--- src/rtl/cond_flag_unit.sv ---
// rtl/cond_flag_unit.sv - ALU flag register and ARM-style condition evaluation behind a valid/ready handshake
module cond_flag_unit #(
  parameter bit BYPASS = 1'b0,
  parameter int CNT_W  = 16
) (
  input  logic             clk,
  input  logic             rst,
  input  logic             flag_we,
  input  logic             n_in,
  input  logic             z_in,
  input  logic             c_in,
  input  logic             v_in,
  input  logic             req_valid,
  input  logic [3:0]       req_cond,
  output logic             req_ready,
  output logic             resp_valid,
  output logic             resp_pass,
  input  logic             resp_ready,
  output logic [3:0]       flags_q,
  output logic [CNT_W-1:0] pass_cnt,
  output logic [CNT_W-1:0] fail_cnt
);

  typedef enum logic {EMPTY, FULL} state_t;

  localparam logic [CNT_W-1:0] CNT_ONE = {{(CNT_W-1){1'b0}}, 1'b1};

  state_t     state_q, state_d;
  logic       accept, fire;
  logic [3:0] eval_flags;
  logic       fn, fz, fc, fv;
  logic       eval_pass;

  assign resp_valid = (state_q == FULL);
  assign req_ready  = ~resp_valid | resp_ready;
  assign accept     = req_valid & req_ready;
  assign fire       = resp_valid & resp_ready;

  // Same-cycle flag writes are only visible to the evaluation when bypass is built in
  assign eval_flags = (BYPASS && flag_we) ? {n_in, z_in, c_in, v_in} : flags_q;

  always_comb begin
    {fn, fz, fc, fv} = eval_flags;
    eval_pass = 1'b0;
    case (req_cond)
      4'd0:    eval_pass = fz;
      4'd1:    eval_pass = ~fz;
      4'd2:    eval_pass = fc;
      4'd3:    eval_pass = ~fc;
      4'd4:    eval_pass = fn;
      4'd5:    eval_pass = ~fn;
      4'd6:    eval_pass = fv;
      4'd7:    eval_pass = ~fv;
      4'd8:    eval_pass = fc & ~fz;
      4'd9:    eval_pass = ~fc | fz;
      4'd10:   eval_pass = (fn == fv);
      4'd11:   eval_pass = (fn != fv);
      4'd12:   eval_pass = ~fz & (fn == fv);
      4'd13:   eval_pass = fz | (fn != fv);
      4'd14:   eval_pass = 1'b1;
      default: eval_pass = 1'b0;
    endcase
  end

  // In FULL an accept implies resp_ready, so the old response always leaves as the new one lands
  always_comb begin
    state_d = state_q;
    case (state_q)
      EMPTY:   if (accept) state_d = FULL;
      FULL:    if (fire && !accept) state_d = EMPTY;
      default: state_d = EMPTY;
    endcase
  end

  always_ff @(posedge clk or posedge rst) begin
    if (rst) begin
      state_q   <= EMPTY;
      flags_q   <= 4'b0000;
      resp_pass <= 1'b0;
      pass_cnt  <= '0;
      fail_cnt  <= '0;
    end else begin
      state_q <= state_d;
      if (flag_we)
        flags_q <= {n_in, z_in, c_in, v_in};
      if (accept)
        resp_pass <= eval_pass;
      if (fire) begin
        if (resp_pass) begin
          if (pass_cnt != '1)
            pass_cnt <= pass_cnt + CNT_ONE;
        end else if (fail_cnt != '1) begin
          fail_cnt <= fail_cnt + CNT_ONE;
        end
      end
    end
  end

endmodule

--- config.mk ---
export PLATFORM = sky130hd
export DESIGN_NAME = cond_flag_unit
export DESIGN_NICKNAME = d
export VERILOG_FILES = /design/src/rtl/cond_flag_unit.sv
export SDC_FILE = /design/constraint.sdc
export NUM_CORES = 1
export LEC_CHECK = 0
export BUFFER_PORTS_ARGS = -buffer_cell sky130_fd_sc_hd__buf_2
export CAP_MARGIN = 5
export CORE_ASPECT_RATIO = 0.6
export CORE_MARGIN = 2
export CORE_UTILIZATION = 52
export DETAILED_ROUTE_END_ITERATION = 8
export PLACE_DENSITY = 0.87
export RECOVER_POWER = 25
export SLEW_MARGIN = 10
export SYNTH_ARGS = -nofsm -noshare
export SYNTH_HDL_FRONTEND = slang
export SYNTH_SLANG_ARGS = --single-unit
--- constraint.sdc ---
create_clock -name clk -period 2.2 [get_ports clk]
set_clock_uncertainty 0.2 [all_clocks]
set_input_delay 0.44 -clock clk [delete_from_list [all_inputs] [get_ports clk]]
set_output_delay 0.44 -clock clk [all_outputs]
set_load 0.005 [all_outputs]
After elaboration in Yosys (flattened, before gate mapping)
Index checks and enable logic that the tools add are counted.
{"block": "op_classes", "addsub": 2, "eq_ne": 18, "n_mux": 4, "bitwise_logic": 13, "reduce_logical": 5}
{"op": "adder 16 x 1 -> 16 bit, second input constant", "n": 2}
{"op": "inequality test 16 bit, second input constant", "n": 2}
{"op": "== test 4 bit, second input constant", "n": 7}
{"op": "== test 4 x 3 -> 1 bit, second input constant", "n": 4}
{"op": "case mux 1 bit (15 select lines)", "n": 1}
{"op": "== test 4 x 2 -> 1 bit, second input constant", "n": 2}
{"op": "NOT 1 bit", "n": 6}
{"op": "AND reduction 3 bit", "n": 2}
{"op": "AND 1 bit", "n": 4}
{"op": "== test 4 x 1 -> 1 bit, second input constant", "n": 1}
{"op": "logical NOT 4 bit", "n": 1}
{"op": "bitwise OR 1 bit", "n": 3}
{"op": "2-to-1 mux 1 bit", "n": 2}
{"op": "case mux 1 bit (2 select lines)", "n": 1}
{"op": "== test 1 bit", "n": 1}
{"op": "logical AND 1 bit", "n": 1}
{"op": "logical NOT 1 bit", "n": 1}
{"op": "inequality test 1 bit", "n": 1}
{"block": "totals", "register_bits": 38, "in_bits": 13, "out_inout_bits": 39, "word_cells": 47}

Logic depth before layout (Yosys ltp)
{"block": "logic_depth", "ltp_word": 7, "ltp_mapped": 7, "ltp_nobuf": 6}

Worst setup path before layout
Ideal clock, no wire load.
{"block": "synth_timing", "kind": "register to register", "startpoint": "register pass_cnt[0]", "endpoint": "register pass_cnt[1]", "setup_time_ns": 0.125, "t_arrival_ns": 1.695, "required_ns": 1.875, "path_slack_ns": 0.181, "stages_incl_launch_ff": 7, "path_buffers": 1, "period_less_slack_ns": 2.019, "cell_sequence": "dfrtp_1 > ha_1 > and3_1 > nor3b_1 > a21oi_1 > buf_2 > mux2_2"}
{"block": "synth_between", "elab_chain_len": 2, "elab_cells_between_ends": 3, "classes_between": "add/sub: 1; eq/ne: 1; reduce/logical: 1"}
{"element": "start: declaration", "line": "20", "source": "output logic [CNT_W-1:0] pass_cnt,"}
{"element": "start signal: assignment", "line": "91", "source": "pass_cnt <= pass_cnt + CNT_ONE;"}
{"element": "branches (longest 2 deep; another with adder 16 x 1 -> 16 bit)"}
Several ways; the timed one is not identified.
A chain may end at the register's enable or synchronous reset.

Final worst setup path
Same ends and word-level chain as after synthesis.

==> run summary <==
### Floorplan
• die outline width: 82.6 µm
• Die Y-Extent: 51.2 µm
• number of rows in the core area: 17
• overall die area: 4230 µm²
• number of ports placed on the die boundary: 52
• initial standard-cell utilization of the core: 53.3%
• Placeable Area: 3620 µm²

### Yosys
• cells after synthesis: 176
• Post-Syn Area: 1930 µm²
• average footprint of a synthesized cell: 11.0 µm²
• portion of the post-synthesis area used by sequential elements: 49.3%
• Top FF cell, synth: sky130_fd_sc_hd__dfrtp_1
• warning count from the yosys run: 0
• number of enable-type register cells in the synthesized netlist: 0
• register bit count reported by yosys: 38
• syn_nets: 191
• fraction of registers with async set/reset: 100%
• count of distinct cell types in the synthesized netlist: 35

### Drt
• via count: 1504
• WL met3: 234 µm
• DRT iter0 DRCs: 60
• Detailed Routing Iterations Pass 1: 4
• antenna violation net count after detailed routing: 0
• total wire length: 3860 µm
• met2 layer wire length in the routed design: 1670 µm
• length of routed wiring on met1: 1930 µm
• post-DR vias/cell: 5.31
• drt wl/cell: 13.6 µm
• count of unresolved DRC violations after routing: 0
• Top Layer Used: met4

### Power
• proportion of power drawn by the clock network: 28.9%
• portion of total power attributed to sequential cells: 48.5%
• portion of total power attributed to combinational logic: 22.6%
• Net Sw Frac: 29.8%
• Power Density: 815 nW/µm²
• Overall Power: 1.92 mW
• reported net switching power: 574 µW
• leakage power figure: 1.17 nW
• P_int: 1.35 mW
• VDD IR-drop max: 0.496 mV

### Clock tree
• clock insertion delay at the later pin of the skew report: 0.30 ns
• number of buffers added to fix hold violations after cts: 0
• clock tree from TritonCTS: yes
• root buffer cell: sky130_fd_sc_hd__clkbuf_8
• total clock sinks: 38
• Post-CTS Setup Bufs: 0
• CTS H-Tree Depth: 2
• buffer depth of the longest clock path: 2
• Resized cells post-CTS: 0
• total clock buffers created by CTS: 5
• post-CTS clock slew at the launch and capture registers of the worst setup and hold paths: 0.07 ns

### Min path
• worst min path class: primary input to flip-flop

### Global route
• wire length of the first global-routing pass: 6600 µm
• largest net degree at the start of global routing: 39
• initial antenna violation count: 0
• total grt overflow: 0
• total global-route track usage: 21.4%
• number of global-route vias before repair: 1391

### Timing
• relative slew slack: 38.6%
• Final Hold Fails: 0
• total setup violations reported at the end of the flow: 0
• number of pins with negative max-slew slack in the final report: 0
• Max Clock Freq: 506 MHz
• setup repair after global routing missed its margin: false
• final critical-path required period: 1.98 ns
• total negative slack: 0 ns
• final worst path period share: 89.9%
• Least-Margin Pin Slew: 0.921 ns

### Placed design
• HPWL after detailed placement: 2880 µm
• routability congestion estimate: 0.864
• instance area after placement: 2250 µm²
• I/O Buffers: 51
• placed cell count: 275

### Critical path
• cell type of the slowest stage on the worst timing path: sky130_fd_sc_hd__dfrtp_1
• endpoint required time on the critical path: 2.18 ns
• highest fanout seen on the critical path: 11
• crit path capture type: flip-flop
• WP data arrival: 1.96 ns
• peak per-stage delay on the critical path: 0.41 ns
• Critical Path, Cell by Cell: ha_1 > and3_1 > nor3b_1 > a21oi_1 > buf_4 > mux2_2
• Crit Path Class: flip-flop to flip-flop
• CP startpoint kind: flip-flop

### Run status
• outcome: finished clean

### Layout
• area of all placed cells without fillers: 2360 µm²
• number of nets in the final layout: 250
• fill cell count: 308
• area added between synthesis and finish: 22.3%
• Antenna diodes: 0
• count of non-filler cells in the finished layout: 283
• fraction of layout cells with a size suffix above 1: 32.2%

### Job
• max-cap violations: 0

==> cell usage after synthesis (all sizes together), types with 3 or more instances <==
cell / number / area share [%]
nand2b: 4 / 1.3
inv: 5 / 0.97
xnor2: 22 / 10
nand2: 15 / 2.9
nand4: 8 / 2.6
dfrtp: 38 / 49
mux2: 7 / 4.1
nor3: 3 / 1.0
and2: 4 / 1.3
nand3: 12 / 3.1
nor2: 4 / 0.78
o21ai: 3 / 0.78
buf: 3 / 1.1
nor2b: 3 / 0.97
nand3b: 3 / 1.8
xor2: 11 / 5.0
and3: 6 / 1.9
a211oi: 3 / 1.4
a21oi: 4 / 1.0
==> per-layer routing <==
| layer | up-vias | global-route usage (%) |
|---|---|---|
| met3 | 4 | 8.13 |
| met5 | - | 0 |
| met1 | 718 | 31.1 |
| li1 | 745 | - |
| met4 | 0 | 4.92 |
| met2 | 37 | 30.1 |
==> critical path, delay by kind of cell (launching register included) <==
family | cells | cell delay, ns
mux | 1 | 0.34
simple gates | 2 | 0.36
fa+ha+maj | 1 | 0.22
flops | 1 | 0.41
compound gates | 1 | 0.15
buf+inv | 1 | 0.19
==> registers in the layout, summed over array words and instances (netlist names) <==
signal / count
fail_cnt: 16
resp_valid: 1
resp_pass: 1
flags_q: 4
pass_cnt: 16
==> cell usage in the layout (no fill, tap or decap), types with 2 or more instances in the layout <==
| cell | n |
|---|---|
| sky130_fd_sc_hd__o21ai_0 | 3 |
| sky130_fd_sc_hd__a21oi_1 | 4 |
| sky130_fd_sc_hd__inv_1 | 5 |
| sky130_fd_sc_hd__o22ai_1 | 2 |
| sky130_fd_sc_hd__buf_2 | 51 |
| sky130_fd_sc_hd__nand2b_1 | 4 |
| sky130_fd_sc_hd__and2_1 | 4 |
| sky130_fd_sc_hd__and3_1 | 6 |
| sky130_fd_sc_hd__ha_1 | 2 |
| sky130_fd_sc_hd__nand3b_1 | 2 |
| sky130_fd_sc_hd__mux2_2 | 7 |
| sky130_fd_sc_hd__xnor2_1 | 22 |
| sky130_fd_sc_hd__clkbuf_8 | 8 |
| sky130_fd_sc_hd__nor3_1 | 2 |
| sky130_fd_sc_hd__nand3_1 | 12 |
| sky130_fd_sc_hd__nand4_1 | 8 |
| sky130_fd_sc_hd__xor2_1 | 11 |
| sky130_fd_sc_hd__dfrtp_1 | 38 |
| sky130_fd_sc_hd__nor3b_1 | 2 |
| sky130_fd_sc_hd__nand2_1 | 15 |
| sky130_fd_sc_hd__and4_1 | 2 |
| sky130_fd_sc_hd__nor2b_1 | 3 |
| sky130_fd_sc_hd__nor2_1 | 4 |
| sky130_fd_sc_hd__or4_4 | 2 |
| sky130_fd_sc_hd__buf_4 | 3 |
| sky130_fd_sc_hd__a211oi_1 | 2 |
| sky130_fd_sc_hd__a31oi_1 | 2 |
==> cell type report <==
| class | instances | area (µm²) | area share (%) |
|---|---|---|---|
| clock buffers | 8 | 110 | 4.67 |
| inverters | 5 | 18.8 | 0.796 |
| multi-input cells | 130 | 937 | 39.7 |
| flip-flops and latches | 38 | 951 | 40.3 |
| well taps | 47 | 58.8 | 2.49 |
| repair buffers | 55 | 283 | 12.0 |
==> worst paths after layout <==
check                                         start                       end  slack, ns  cells past startpoint
max reg2reg                 pass_cnt[0]$_DFFE_PP0P_   pass_cnt[1]$_DFFE_PP0P_       0.22                      6
max                         pass_cnt[0]$_DFFE_PP0P_   pass_cnt[1]$_DFFE_PP0P_       0.22                      6
max in group asynchronous                       rst   pass_cnt[0]$_DFFE_PP0P_       1.00                      3
min in group asynchronous                       rst   fail_cnt[2]$_DFFE_PP0P_       0.21                      3
min                                       req_valid      resp_valid$_DFF_PP0_       0.16                      2
min reg2reg                pass_cnt[10]$_DFFE_PP0P_  pass_cnt[10]$_DFFE_PP0P_       0.29                      1
==> logic make-up after synthesis <==
family | after synthesis | synth area share [%]
AOI/OAI and AO/OA | 18 | 6.42
xor gates and xnor gates | 33 | 15.0
adders and majority gates | 2 | 1.30
buffers and inverters | 8 | 2.08
DFF | 38 | 49.3
muxes | 8 | 4.61
and+or+nand+nor | 69 | 21.3
==> through the flow <==
stage | setup slack [ns] | hold WS (ns) | utilization, %
finish | 0.222 | 0.165 | 65.2
floorplan | 0.181 | 0.281 | -
global route | 0.0944 | 0.170 | 65.2
detailed placement | 0.117 | 0.283 | 62.2
global placement | 0.177 | 0.273 | 62.2
CTS | 0.212 | 0.0554 | 65.3
==> power by group through the flow <==
stage               logic (mW)  clock network [mW]  registers [mW]
floorplan                0.243                   0           0.937
global placement         0.429                   0           0.938
detailed placement       0.440                   0           0.942
CTS                      0.440               0.575           0.932
global route             0.490               0.614           0.953
finish                   0.434               0.555           0.933
(Power assumes the default switching activity.)
